File: src/rtl/fides_imcol_serial_if.sv
// Column stream between inverse ShiftRows and the inverse MixColumns unit,
// plus the unit's column-position and framing status.
interface fides_imcol_serial_if #(
    parameter int SHARES = 3,
    parameter int NCOL   = 8
);
    logic                      in_valid;
    logic                      in_ready;
    logic [SHARES*20-1:0]      in_col;
    logic                      in_last;
    logic                      out_valid;
    logic                      out_ready;
    logic [SHARES*20-1:0]      out_col;
    logic                      out_last;
    logic [$clog2(NCOL)-1:0]   col_idx;
    logic                      err;

    modport slave (
        input  in_valid, in_col, in_last, out_ready,
        output in_ready, out_valid, out_col, out_last, col_idx, err
    );

    modport master (
        output in_valid, in_col, in_last, out_ready,
        input  in_ready, out_valid, out_col, out_last, col_idx, err
    );
endinterface

File: src/rtl/fides_imcol_serial.sv
// Column-serial inverse MixColumns for masked Fides-160 decryption: every share
// is mixed by its own disjoint XOR network, then held in a single output register.
module fides_imcol_serial #(
    parameter int SHARES = 3,
    parameter int NCOL   = 8
) (
    input  logic                clk,
    input  logic                rst_n,
    fides_imcol_serial_if.slave bus
);
    localparam int            CW       = SHARES * 20;
    localparam int            IW       = $clog2(NCOL);
    localparam logic [IW-1:0] LAST_IDX = IW'(NCOL - 1);

    // Involutory mix: each output row is the XOR of the other three rows of the
    // same share, i.e. the share's row-parity XOR the row itself.
    function automatic logic [CW-1:0] inv_mix(input logic [CW-1:0] col);
        logic [CW-1:0] res;
        logic [4:0]    par;
        res = '0;
        for (int s = 0; s < SHARES; s++) begin
            par = col[20*s +: 5] ^ col[20*s+5 +: 5] ^ col[20*s+10 +: 5] ^ col[20*s+15 +: 5];
            for (int r = 0; r < 4; r++) begin
                res[20*s+5*r +: 5] = par ^ col[20*s+5*r +: 5];
            end
        end
        return res;
    endfunction

    logic          valid_q, valid_d;
    logic [CW-1:0] col_q, col_d;
    logic          last_q, last_d;
    logic [IW-1:0] idx_q, idx_d;
    logic          err_q, err_d;
    logic          ready;
    logic          accept;
    logic          at_last;

    assign ready   = !valid_q || bus.out_ready;
    assign accept  = bus.in_valid && ready;
    assign at_last = (idx_q == LAST_IDX);

    always_comb begin
        valid_d = valid_q;
        col_d   = col_q;
        last_d  = last_q;
        idx_d   = idx_q;
        err_d   = err_q;
        if (accept) begin
            valid_d = 1'b1;
            col_d   = inv_mix(bus.in_col);
            last_d  = at_last;
            if (bus.in_last != at_last) begin
                err_d = 1'b1;
            end
            // A premature in_last resynchronises the counter to the next state.
            idx_d = (bus.in_last || at_last) ? '0 : idx_q + 1'b1;
        end else if (valid_q && bus.out_ready) begin
            valid_d = 1'b0;
        end
    end

    // Output register stage
    always_ff @(posedge clk or negedge rst_n) begin
        if (!rst_n) begin
            valid_q <= 1'b0;
            col_q   <= '0;
            last_q  <= 1'b0;
            idx_q   <= '0;
            err_q   <= 1'b0;
        end else begin
            valid_q <= valid_d;
            col_q   <= col_d;
            last_q  <= last_d;
            idx_q   <= idx_d;
            err_q   <= err_d;
        end
    end

    assign bus.in_ready  = ready;
    assign bus.out_valid = valid_q;
    assign bus.out_col   = col_q;
    assign bus.out_last  = last_q;
    assign bus.col_idx   = idx_q;
    assign bus.err       = err_q;
endmodule

File: src/flat_wrapper.sv
// flat-port wrapper written by rule: the top's interface ports become plain ports
module fides_imcol_serial_flat 
#(
    parameter int SHARES = 3,
    parameter int NCOL   = 8
)
  (clk, rst_n, bus_in_valid, bus_in_col, bus_in_last, bus_out_ready, bus_in_ready, bus_out_valid, bus_out_col, bus_out_last, bus_col_idx, bus_err);
  fides_imcol_serial_if #(.SHARES(SHARES), .NCOL(NCOL)) bus_i ();
  input  logic clk;
  input  logic rst_n;
  input wire logic [$bits(bus_i.in_valid)-1:0] bus_in_valid;
  input wire logic [$bits(bus_i.in_col)-1:0] bus_in_col;
  input wire logic [$bits(bus_i.in_last)-1:0] bus_in_last;
  input wire logic [$bits(bus_i.out_ready)-1:0] bus_out_ready;
  output wire logic [$bits(bus_i.in_ready)-1:0] bus_in_ready;
  output wire logic [$bits(bus_i.out_valid)-1:0] bus_out_valid;
  output wire logic [$bits(bus_i.out_col)-1:0] bus_out_col;
  output wire logic [$bits(bus_i.out_last)-1:0] bus_out_last;
  output wire logic [$bits(bus_i.col_idx)-1:0] bus_col_idx;
  output wire logic [$bits(bus_i.err)-1:0] bus_err;
  assign bus_i.in_valid = bus_in_valid;
  assign bus_i.in_col = bus_in_col;
  assign bus_i.in_last = bus_in_last;
  assign bus_i.out_ready = bus_out_ready;
  assign bus_in_ready = bus_i.in_ready;
  assign bus_out_valid = bus_i.out_valid;
  assign bus_out_col = bus_i.out_col;
  assign bus_out_last = bus_i.out_last;
  assign bus_col_idx = bus_i.col_idx;
  assign bus_err = bus_i.err;
  fides_imcol_serial #(.SHARES(SHARES), .NCOL(NCOL)) u_core (.clk(clk), .rst_n(rst_n), .bus(bus_i));
endmodule
File: config.mk
export PLATFORM = sky130hd
export DESIGN_NAME = fides_imcol_serial_flat
export DESIGN_NICKNAME = d
export VERILOG_FILES = /design/src/rtl/fides_imcol_serial_if.sv /design/src/rtl/fides_imcol_serial.sv /design/src/flat_wrapper.sv
export SDC_FILE = /design/constraint.sdc
export NUM_CORES = 1
export LEC_CHECK = 0
export BUFFER_PORTS_ARGS = -buffer_cell sky130_fd_sc_hd__buf_2
export CORE_UTILIZATION = 45
export CTS_BUF_LIST = sky130_fd_sc_hd__clkbuf_16
export DETAILED_ROUTE_END_ITERATION = 12
export GPL_ROUTABILITY_DRIVEN = 1
export PLACE_DENSITY_LB_ADDON = 0.2
export SKIP_CTS_REPAIR_TIMING = 1
export SYNTH_ARGS = -nofsm -noshare
export SYNTH_HDL_FRONTEND = slang
export SYNTH_SLANG_ARGS = --single-unit
File: constraint.sdc
create_clock -name clk -period 1.4 [get_ports clk]
set_input_delay 0.14 -clock clk [delete_from_list [all_inputs] [get_ports clk]]
set_output_delay 0.14 -clock clk [all_outputs]
set_load 0.02 [all_outputs]
==> results of run 1 <==
## per-layer routing
layer	wire, um	global-route usage	up-vias
li1	-	-	1089
met1	2860	0.217	1067
met2	2980	0.268	74
met3	464	0.0564	9
met4	106	0.0714	0
met5	0	0	-
## synth_stat cells (all sizes together)
master	n
inv	2
ha	3
a31o	1
dfrtp	66
nand4	2
nand2	1
mux2	62
buf	7
nand2b	2
a21bo	2
nor2b	1
xnor2	90
## worst paths after layout
| check | startpoint | endpoint | slack [ns] | depth (start not counted) |
|---|---|---|---|---|
| max | u_core.bus.col_idx[0] | u_core.bus.err | 0.03 | 5 |
| min | bus_in_valid | u_core.bus.out_valid | 0.17 | 2 |
| max reg2reg | u_core.bus.col_idx[0] | u_core.bus.err | 0.03 | 5 |
| min reg2reg | u_core.bus.err | u_core.bus.err | 0.46 | 1 |
| max in group asynchronous | rst_n | u_core.bus.col_idx[1] | 0.75 | 3 |
| min in group asynchronous | rst_n | u_core.bus.out_col[7] | 0.37 | 3 |
## cell families after synthesis
| logic type | share of synthesized area |
|---|---|
| DFF | 0.464 |
| buffers and inverters | 0.0232 |
| and+or+nand+nor | 0.0144 |
| adders and majority gates | 0.0106 |
| AOI/OAI and AO/OA | 0.00809 |
| xor gates and xnor gates | 0.222 |
| muxes | 0.258 |
## flip-flops by register name (all words and copies together), names as in the netlist
signal                cells
u_core.bus.col_idx        3
u_core.bus.out_valid      1
u_core.bus.out_col       60
u_core.bus.err            1
u_core.bus.out_last       1
## stage by stage
step,cells,util
floorplan,239,-
global placement,472,0.575
detailed placement,472,0.575
CTS,488,0.616
global route,491,0.620
finish,491,0.620
## where the power goes
part,leakage (nW),switching (W),internal [W]
clock,0.154,0.000784,0.00154
combinational,1.37,0.00123,0.00128
sequential,0.772,0.000254,0.00237
total,2.29,0.00226,0.00518
## final cells by class
| class | instances | area (um^2) |
|---|---|---|
| Sequential cell | 66 | 1650 |
| Clock buffer | 9 | 225 |
| Clock inverter | 7 | 85.1 |
| Multi-Input combinational cell | 164 | 1860 |
| Tap cell | 102 | 128 |
| Timing Repair Buffer | 141 | 808 |
| Fill cell | 658 | 2920 |
| Inverter | 2 | 7.51 |
==> results, run 1 <==
- The H-tree was split into 3 levels.
- The synthesis-to-finish area growth is 34.0%.
- The share of the clock period used by the worst path after layout is 0.979.
- The routed wire length is between 6000 and 7000 um.
- The mean area per synthesized cell is approximately 15 um^2.
- The leakage power figure is roughly 2.3 nW.
- The worst setup path is launched from a flip-flop.
- The clock-pin slew of the registers on the worst-case setup and hold paths is 0.05 ns.
- The critical path arrival is between 1.5 and 2 ns.
- For this run, the total global-route usage over all layers was measured as 0.171.
- The buffering stage count on the worst path with inverters included is 1.
- The die is 90.9 um tall.
- Detailed placement finished with a half-perimeter wire length of 4750 um.
- The ratio of routed vias to standard cells is between 4 and 5.
- The count of port buffers added during placement is 131.
- The number of iterations in the first detailed-routing pass is 7.
- The run finished, with violations left.
- The maximum net fanout on the critical path is 3.
- The post-synth design cell area is 0.00356 mm^2.
- The number of sinks driven by the clock tree is 66.
- The violation count after the first detailed-routing iteration is 31.
- The cell area power density is approximately 1600 mW/mm^2.
- The congestion estimate from routability-driven global placement came to approximately 0.7.
- The hold violation total from the final report is 0.
- Setup total negative slack on the finished layout was measured at 0 ns.
- The via count of the first global-routing pass is 2366.
- Once routing completed, OpenROAD measured the worst setup slack at just under 0.03 ns.
- The top cell family by delay on the critical path is adder cells.
- At the later pin of the worst-skew pair, clock insertion delay measures 0.32 ns.
- The cell that appears most often on the critical path is sky130_fd_sc_hd__ha_4.
- The gate count of the mapped netlist is around 240.
- The worst setup path is of the reg2reg kind.
- The signal on the critical path passes through ha_4 -> ha_4 -> inv_2 -> ha_2 -> a31o_2.
- The standard cell core area is slightly below 0.008 mm^2.
- The number of max-slew violations in the final report is 0.
- The first-pass GRT wire length is 11200 um.
- The die width is slightly above 90 um.
- After detailed placement, the total cell area comes to about 0.0044 mm^2.
- The worst pin sits at a relative slew slack of 0.770.
- Of the synthesized area, sequential elements account for 0.464.
- The net count of the mapped netlist is about 310.
- Hold is met by between 0.15 and 0.2 ns.
- The clock tree from TritonCTS is built.
- The worst clock skew is between 0.005 and 0.006 ns.
- The via count of the routed design is around 2200.
- Leaving out fill and tap cells, the most frequent cell in the layout is sky130_fd_sc_hd__buf_2.
- The endpoint class of the critical path is a flip-flop.
- The library cells used most frequently in the layout, excluding fill and tap cells, are sky130_fd_sc_hd__buf_2 (131), sky130_fd_sc_hd__xnor2_1 (90), sky130_fd_sc_hd__dfrtp_1 (64).
- The count of different cell masters after synthesis is 14.
- The number of diodes added for antenna fixing is 0.
- The share of synthesized area in the top cell type comes to 0.464.
- Across the run, the number of max-cap violations was 0.
- The initial core utilization is 0.463.
- In this run, CTS created clock tree buffers numbering 9.
- For this run, design rule violations remaining after detail routing come to 1.
- The number of antenna violations at the first check in global routing is 0.
- The die outline area is between 0.008 and 0.009 mm^2.
- The row count is 32.
- The number of I/O pins is 132.
- The remaining antenna violation count is 0.
- Dividing the detail-routed wire length by the instance count gives 13.1 um.
- Derived from the worst setup path, the maximum achievable clock frequency is roughly 0.73 GHz.
- The checks that failed: DRC.
- The required time of the worst setup path is ~1.6 ns.
- The post-placement setup slack is about 0.034 ns.
- The largest stage delay on the critical path is roughly 0.43 ns.
- The leading area contributor after synthesis is sky130_fd_sc_hd__dfrtp_1.
- The synthesized design contains 66 register bits.
- The clock root buffer is sky130_fd_sc_hd__clkbuf_16.
- Power comes to 0.00744 W.
- The slowest stage of the critical path is the sky130_fd_sc_hd__dfrtp_2 cell.
- The share of final-layout standard cells stronger than drive strength 1 is 0.584.
- The total of endpoints with negative setup slack in the final report is 0.
- The total of warnings raised by yosys is 0.
- The pin count of the biggest net entering global routing is between 60 and 70.
- After layout, the minimum clock period comes to around 1.4 ns.
- Sorting the synthesized cells by area gives the leading types as sky130_fd_sc_hd__dfrtp_1 (46%), sky130_fd_sc_hd__mux2_4 (24%), sky130_fd_sc_hd__xnor2_1 (22%), sky130_fd_sc_hd__buf_6 (1.9%), sky130_fd_sc_hd__mux2_2 (1.3%).
- The maximum clock insertion buffer count is 2.
- The overall overflow remaining after global route is 0.
- With fillers left out, the area of the finished cells amounts to roughly 0.0048 mm^2.
- For the pin with the worst max-slew slack, the measured transition is ~0.34 ns.
- The worst ir drop on vdd is just under 0.8 mV.
- The number of nets in the finished design is roughly 450.
- In this run the worst hold path is classified as in2reg.
Power figures use the tool's default switching activity.
==> inputs of run 2 (changes only) <==
--- a/config.mk
+++ b/config.mk
@@ -6,11 +6,11 @@
 export NUM_CORES = 1
 export LEC_CHECK = 0
 export BUFFER_PORTS_ARGS = -buffer_cell sky130_fd_sc_hd__buf_2
-export CORE_UTILIZATION = 45
+export CORE_UTILIZATION = 50
 export CTS_BUF_LIST = sky130_fd_sc_hd__clkbuf_16
 export DETAILED_ROUTE_END_ITERATION = 12
 export GPL_ROUTABILITY_DRIVEN = 1
-export PLACE_DENSITY_LB_ADDON = 0.2
+export PLACE_DENSITY = 0.92
 export SKIP_CTS_REPAIR_TIMING = 1
 export SYNTH_ARGS = -nofsm -noshare
 export SYNTH_HDL_FRONTEND = slang
==> constraint.sdc (replaced) <==
create_clock -name clk -period 1.3 [get_ports clk]
set_input_delay 0.13 -clock clk [delete_from_list [all_inputs] [get_ports clk]]
set_output_delay 0.13 -clock clk [all_outputs]
set_load 0.02 [all_outputs]
==> run 2 against run 1 <==
Effect of this change: the run ends with setup timing left; flip-flop and latch count did not move; clock-buffer cell count did not move; sequential power rose by 8.8%; maximum frequency rose by 1.0%; hold slack got worse by 0.016 ns; non-clock buffer count rose by 1; sequential share of layout area rose by 0.19 points; routed wire length rose by 13%; die area fell by 9.8%; combinational power rose by 10%; cell area fell by 0.47%; via count rose by 2.7%; largest cell class unchanged; largest power group unchanged; highest routed layer unchanged.
==> results, run 2 (synthesized netlist as in run 1, its figures left out) <==
- In the routed design, unresolved DRC markers number 0.
- The row count is 30.
- Of the available clock period, the critical path in the final layout requires 1.04.
- The first global-routing pass estimated 11300 um of wire.
- The worst clock skew is between 0.006 and 0.007 ns.
- The total of endpoints with negative setup slack in the final report is 1.
- The library cell used most frequently in the layout, excluding fill and tap cells, is sky130_fd_sc_hd__buf_2.
- In the final routed layout, each cell accounts on average for approximately 15 um.
- The combined global-route utilization of all metal layers is 0.202.
- The die width is 86.3 um.
- Power spread over the standard cell area amounts to roughly 1700 mW/mm^2.
- The library cells used most frequently in the layout, excluding fill and tap cells, are sky130_fd_sc_hd__buf_2 (129), sky130_fd_sc_hd__xnor2_1 (90), sky130_fd_sc_hd__dfrtp_1 (63).
- The y dimension of the die is about 86 um.
- Compared with the post-synthesis result, the final layout area differs by 33.4%.
- Headroom to the max-slew limit came out at 0.717.
- The worst setup path is captured at a flip-flop.
- In this run the critical register-to-register path is captured at u_core.bus.col_idx[0].
- For this run, the share of the core covered by cells in the final layout is 0.694.
- For the worst setup path, the data required time is 1.50 ns.
- The maximum clock frequency is 0.737 GHz.
- The number of levels the H-tree was split into is 3.
- The pin count of the biggest net entering global routing is 36.
- The via count of the routed design is between 2000 and 2500.
- The area occupied by registers is about 0.0017 mm^2.
- The maximum net fanout on the critical path is 3.
- The cell area after placement is approximately 0.0044 mm^2.
- The area occupied by multi-input gates is between 0.0015 and 0.002 mm^2.
- The minimum clock period is roughly 1.4 ns.
- The core region is 0.00683 mm^2.
- The final reports fail on setup timing.
- about 130 I/O pins were placed.
- The final layout contains about 450 nets.
- The overall power of the completed layout is 0.00793 W.
- The first detailed-routing pass ran for 4 iterations.
- The number of max-slew violations in the final report was 0.
- Of the cells placed in the final design, the portion with a size suffix greater than 1 is 0.592.
- The clock root buffer is sky130_fd_sc_hd__clkbuf_16.
- The critical path is of the reg2reg type.
- The number of diodes added for antenna fixing is 0.
- In this run the critical register-to-register path is launched from u_core.bus.col_idx[0].
- The total overflow left after global routing is 0.
- During placement, the flow inserted port buffers numbering around 130.
- The ratio of routed vias to standard cells is around 4.7.
- The tool flagged a number of max-cap violations equal to 0.
- The path category of the worst min-delay check is in2reg.
- For this design, the sink count on the clock tree is 66.
- VDD sags by at most ~0.92 mV.
- Summed over all nets, the half-perimeter wirelength after detailed placement is about 5700 um.
- At the worst endpoint, the arrival time is between 1.5 and 2 ns.
- The hold violation total from the final report is 0.
- The aggregate negative setup slack is -0.0574 ns.
- The violation count after the first detailed-routing iteration is 84.
- The flow ran to the end, but the final reports show violations.
- The final layout contains routed wiring with a total length of 7270 um.
- The number of cells on the worst hold path is 2.
- The remaining antenna violation count is 0.
- The kind of start point of the critical path is a flip-flop.
- In this run the static leakage power is 2.27 nW.
- At the placement stage, the worst setup path has a slack of -0.0329 ns.
- At the pin with the least slew margin, the transition time is 0.424 ns.
- The worst-case reg-to-reg path depth is 6.
- The congestion estimate from routability-driven global placement came to about 0.75.
- The initial core utilization is 0.521.
- TritonCTS built the clock tree.
- The endpoint of the most critical setup path is u_core.bus.col_idx[0].
- After routing the design area is around 0.0047 mm^2.
- The register with the most flip-flops in the layout has 60 of them.
- The filler cells instantiated in the layout total around 500.
- The final critical-path setup slack is -0.0574 ns.
- The clock insertion delay at the later pin of the skew report is 0.32 ns.
- The critical path launch point is u_core.bus.col_idx[0].
- The worst-case register-to-register setup slack is -0.06 ns.
- Buffers inserted during clock tree synthesis total 9.
- Setup repair after global routing could not meet its margin everywhere.
- The via count of the first global-routing pass is between 2000 and 2500.
- The maximum clock insertion buffer count is 2.
- The die outline area is ~0.0075 mm^2.
- The number of antenna violations at the first check in global routing is 0.
- Clock-pin slew was measured on the worst setup and hold paths at around 0.050 ns.
[run 2: cell count changes in the layout (fill, tap and decap cells not counted), sizes merged]
cell and delta:
clkinvlp +2, bufinv -1, inv -1, buf +1
[run 2: final cells by class]
cell class,count,area share
multi-input combinational,164,0.395
clock buffer,9,0.0475
sequential,66,0.349
tap,96,0.0253
clock inverter,7,0.0148
timing repair buffer,142,0.166
inverter,2,0.00211
[run 2: worst min path at each step]
stage            startpoint                     end  slack, ns
2_1_floorplan         rst_n   u_core.bus.col_idx[0]      -0.17
3_3_place_gp          rst_n   u_core.bus.out_col[5]       0.18
3_5_place_dp          rst_n  u_core.bus.out_col[15]       0.19
4_1_cts               rst_n  u_core.bus.out_col[40]      -0.16
5_1_grt        bus_in_valid    u_core.bus.out_valid       0.15
6_report       bus_in_valid    u_core.bus.out_valid       0.15
[run 2: through the flow]
step | hold slack, ns | std cells
floorplan | -0.166 | 239
global placement | 0.182 | 468
detailed placement | 0.187 | 468
CTS | -0.159 | 484
global route | 0.147 | 486
finish | 0.149 | 486
[run 2: metal layers]
| layer | up-vias | share of wire | global-route usage |
|---|---|---|---|
| li1 | 1093 | - | - |
| met1 | 1134 | 0.39 | 0.233 |
| met2 | 66 | 0.55 | 0.369 |
| met3 | 6 | 0.043 | 0.0381 |
| met4 | 0 | 0.011 | 0.0818 |
| met5 | - | 0 | 0 |
[run 2: where the power goes]
group	internal, W	total (W)	switching [W]
Clock	0.00147	0.00233	0.000855
Sequential	0.00255	0.00285	0.000301
Combinational	0.00139	0.00276	0.00137
[run 2: worst max-delay path, cell delays in order, from the launching register on]
cell	delay (ns)
sky130_fd_sc_hd__dfrtp_2	0.39
sky130_fd_sc_hd__ha_4	0.15
sky130_fd_sc_hd__ha_4	0.14
sky130_fd_sc_hd__inv_4	0.04
sky130_fd_sc_hd__ha_4	0.16
sky130_fd_sc_hd__nor2b_4	0.12
sky130_fd_sc_hd__mux2_4	0.26
==> inputs of run 3 (changes only) <==
--- a/config.mk
+++ b/config.mk
@@ -8,9 +8,11 @@
 export BUFFER_PORTS_ARGS = -buffer_cell sky130_fd_sc_hd__buf_2
 export CORE_UTILIZATION = 50
 export CTS_BUF_LIST = sky130_fd_sc_hd__clkbuf_16
+export CTS_CLUSTER_DIAMETER = 40
 export DETAILED_ROUTE_END_ITERATION = 12
 export GPL_ROUTABILITY_DRIVEN = 1
 export PLACE_DENSITY = 0.92
+export SETUP_SLACK_MARGIN = 0.15
 export SKIP_CTS_REPAIR_TIMING = 1
 export SYNTH_ARGS = -nofsm -noshare
 export SYNTH_HDL_FRONTEND = slang
==> constraint.sdc (replaced) <==
create_clock -name clk -period 1.5 [get_ports clk]
set_input_delay 0.15 -clock clk [delete_from_list [all_inputs] [get_ports clk]]
set_output_delay 0.15 -clock clk [all_outputs]
set_load 0.02 [all_outputs]
==> run 3 against run 2 <==
Effect of this change: the run now ends clean; sequential power fell by 13%; worst setup slack better by 0.17 ns; flip-flop and latch count is the same; critical path depth did not move; combinational power fell by 14%; critical path type unchanged; final cell count down 0.21%.
==> results, run 3 (synthesized netlist as in run 1, its figures left out) <==
- The worst clock skew is 0.0101 ns.
- The kind of critical path is reg2reg.
- The clock insertion delay at the later pin of the skew report is around 0.32 ns.
- The hold violation total from the final report is 0.
- The worst ir drop on vdd is 0.719 mV.
- Routability-driven placement finished with a final weighted congestion of 0.723.
- The number of antenna violations at the first check in global routing is 0.
- The required time of the worst setup path is between 1.5 and 2 ns.
- In the routed design, unresolved DRC markers number 0.
- The area occupied by multi-input gates is 0.00187 mm^2.
- Across the run, the number of max-cap violations was 0.
- Setup repair after global routing could not meet its margin everywhere.
- Summed over all layers, the routed wires come to about 7300 um.
- The flow ran to the end, and the final reports show no timing, DRC or antenna violations.
- The tree is rooted in a sky130_fd_sc_hd__clkbuf_16.
- The row count is 30.
- For this run, the slowest stage of the critical path takes a little over 0.4 ns.
- STA classifies the critical path endpoint as a flip-flop.
- The maximum clock frequency is between 0.7 and 0.8 GHz.
- The critical path arrival is 1.59 ns.
- In this run the number of H-tree levels came out at 3.
- The top cell types in the final layout, fill and taps aside, are sky130_fd_sc_hd__buf_2 (131), sky130_fd_sc_hd__xnor2_1 (90), sky130_fd_sc_hd__dfrtp_1 (63).
- The die width is 86.3 um.
- Along the worst path, the maximum fanout reaches 3.
- The number of nets in the finished design is 452.
- Dividing the final minimum period by the clock period gives 0.924.
- In this run the critical register-to-register path is captured at u_core.bus.col_idx[0].
- The routed length per instance is between 15 and 20 um.
- The number of diodes added for antenna fixing is 0.
- The via count of the first global-routing pass is around 2400.
- The endpoint of the worst hold-timing path is u_core.bus.out_valid.
- The synthesis-to-finish area growth is 32.6%.
- Leaving out fill and tap cells, the most frequent cell in the layout is sky130_fd_sc_hd__buf_2.
- The path category of the worst min-delay check is in2reg.
- Entering global routing, the biggest net connects 67 pins.
- The clock passes through at most 2 buffers.
- The number of sinks driven by the clock tree is between 60 and 70.
- The signal on the critical path passes through ha_4 -> ha_4 -> inv_2 -> ha_4 -> nor2b_4 -> mux2_4.
- The pre-antenna-repair detailed-routing pass consisted of 4 iterations.
- The layout has roughly 500 filler cells.
- In this run the critical register-to-register path is launched from u_core.bus.col_idx[0].
- For this configuration, the core starts out at a cell density of 0.521.
- After global routing the overflow that remains totals 0.
- For this design, the slowest cell found on the critical path is sky130_fd_sc_hd__dfrtp_2.
- The cell with the most instances on the worst path is sky130_fd_sc_hd__ha_4.
- In this run the cell area measured after placement is ~0.0044 mm^2.
- Power spread over the standard cell area amounts to 1450 mW/mm^2.
- On the critical path the largest part of the delay comes from adder cells.
- The buffering stage count on the worst path with inverters included is 1.
- The worst hold path begins at bus_in_valid.
- TritonCTS built the clock tree.
- The worst-case register-to-register setup slack is 0.11 ns.
- The final route contains 2320 vias.
- Of the cells placed in the final design, the portion with a size suffix greater than 1 is 0.589.
- The worst setup path is launched from a flip-flop.
- The clock-pin slew of the registers on the worst-case setup and hold paths is roughly 0.05 ns.
- The total of endpoints with negative setup slack in the final report is 0.
- The normalized max-slew margin is 0.765.
- The remaining antenna violation count is 0.
- The first routing iteration left 50 violations.
- The number of cells on the worst hold path is 2.
- Counting cells, the worst reg-to-reg path comes to 6.
- The overall power of the completed layout is ~0.0068 W.
- The area occupied by registers is ~0.0017 mm^2.
- The first-pass GRT wire length is roughly 12000 um.
- The final cell area excluding filler cells is 0.00471 mm^2.
- The number of max-slew violations in the final report is 0.
- The combined global-route utilization of all metal layers is 0.204.
- The number of I/O pins is 132.
- In this run the static leakage power is 2.27 nW.
- The TritonCTS buffer count is 9.
- The worst path needs 1.39 ns of the cycle, external delays included.
- The standard cell core area is a little under 0.007 mm^2.
- In the final timing run, aggregate negative setup slack is 0 ns.
- The HPWL after detailed placement is ~5400 um.
- The die covers between 0.007 and 0.008 mm^2.
- In the routed layout, each cell is associated on average with a via count of approximately 4.8.
- The y dimension of the die is 86.3 um.
- The register with the most flip-flops in the layout has 60 of them.
- The transition time at the pin with the least slew margin is approximately 0.35 ns.
- Port buffering added 131 buffers.
run 3: layout make-up:
class                   count  share of cell area
clock inverters             7              0.0133
multi-input cells         164               0.396
inverters                   2             0.00159
well taps                  96              0.0255
flip-flops and latches     66               0.351
repair buffers            141               0.164
clock buffers               9              0.0478
run 3: how the worst max path moves through the flow:
stage | start | endpoint | slack, ns | cells after the start
4_1_cts | u_core.bus.out_valid | bus_in_ready | 0.08 | 3
2_1_floorplan | u_core.bus.col_idx[0] | u_core.bus.col_idx[0] | 0.12 | 6
3_5_place_dp | u_core.bus.col_idx[0] | u_core.bus.col_idx[0] | 0.12 | 6
5_1_grt | u_core.bus.col_idx[0] | u_core.bus.col_idx[2] | 0.08 | 7
6_report | u_core.bus.col_idx[0] | u_core.bus.col_idx[0] | 0.11 | 6
3_3_place_gp | u_core.bus.col_idx[0] | u_core.bus.col_idx[0] | 0.19 | 6
run 3: worst reg2reg max path, stage by stage, from the launching register on:
cell,delay [ns]
sky130_fd_sc_hd__dfrtp_2,0.41
sky130_fd_sc_hd__ha_4,0.15
sky130_fd_sc_hd__ha_4,0.13
sky130_fd_sc_hd__inv_2,0.04
sky130_fd_sc_hd__ha_4,0.16
sky130_fd_sc_hd__nor2b_4,0.12
sky130_fd_sc_hd__mux2_4,0.26
run 3: through the flow:
step	worst slack (ns)	hold slack (ns)	utilization	instances
3_5_place_dp	0.116	0.193	0.641	465
4_1_cts	0.0766	-0.152	0.683	481
6_report	0.114	0.182	0.690	485
5_1_grt	0.0824	0.190	0.690	485
2_1_floorplan	0.117	-0.146	-	239
3_3_place_gp	0.186	0.185	0.641	465
run 3: layer usage:
layer / track usage / part of all wire / routed length [um] / vias to the layer above
met5: 0 / 0 / 0 / -
met4: 0.0985 / 0.018 / 129 / 0
met3: 0.0381 / 0.043 / 312 / 12
met2: 0.351 / 0.52 / 3810 / 83
met1: 0.247 / 0.42 / 3070 / 1133
li1: - / - / - / 1092
run 3: power breakdown:
part | internal (W) | leakage (nW) | switching [W]
Combinational | 0.00118 | 1.35 | 0.00119
Clock | 0.00127 | 0.144 | 0.000730
Sequential | 0.00221 | 0.771 | 0.000267
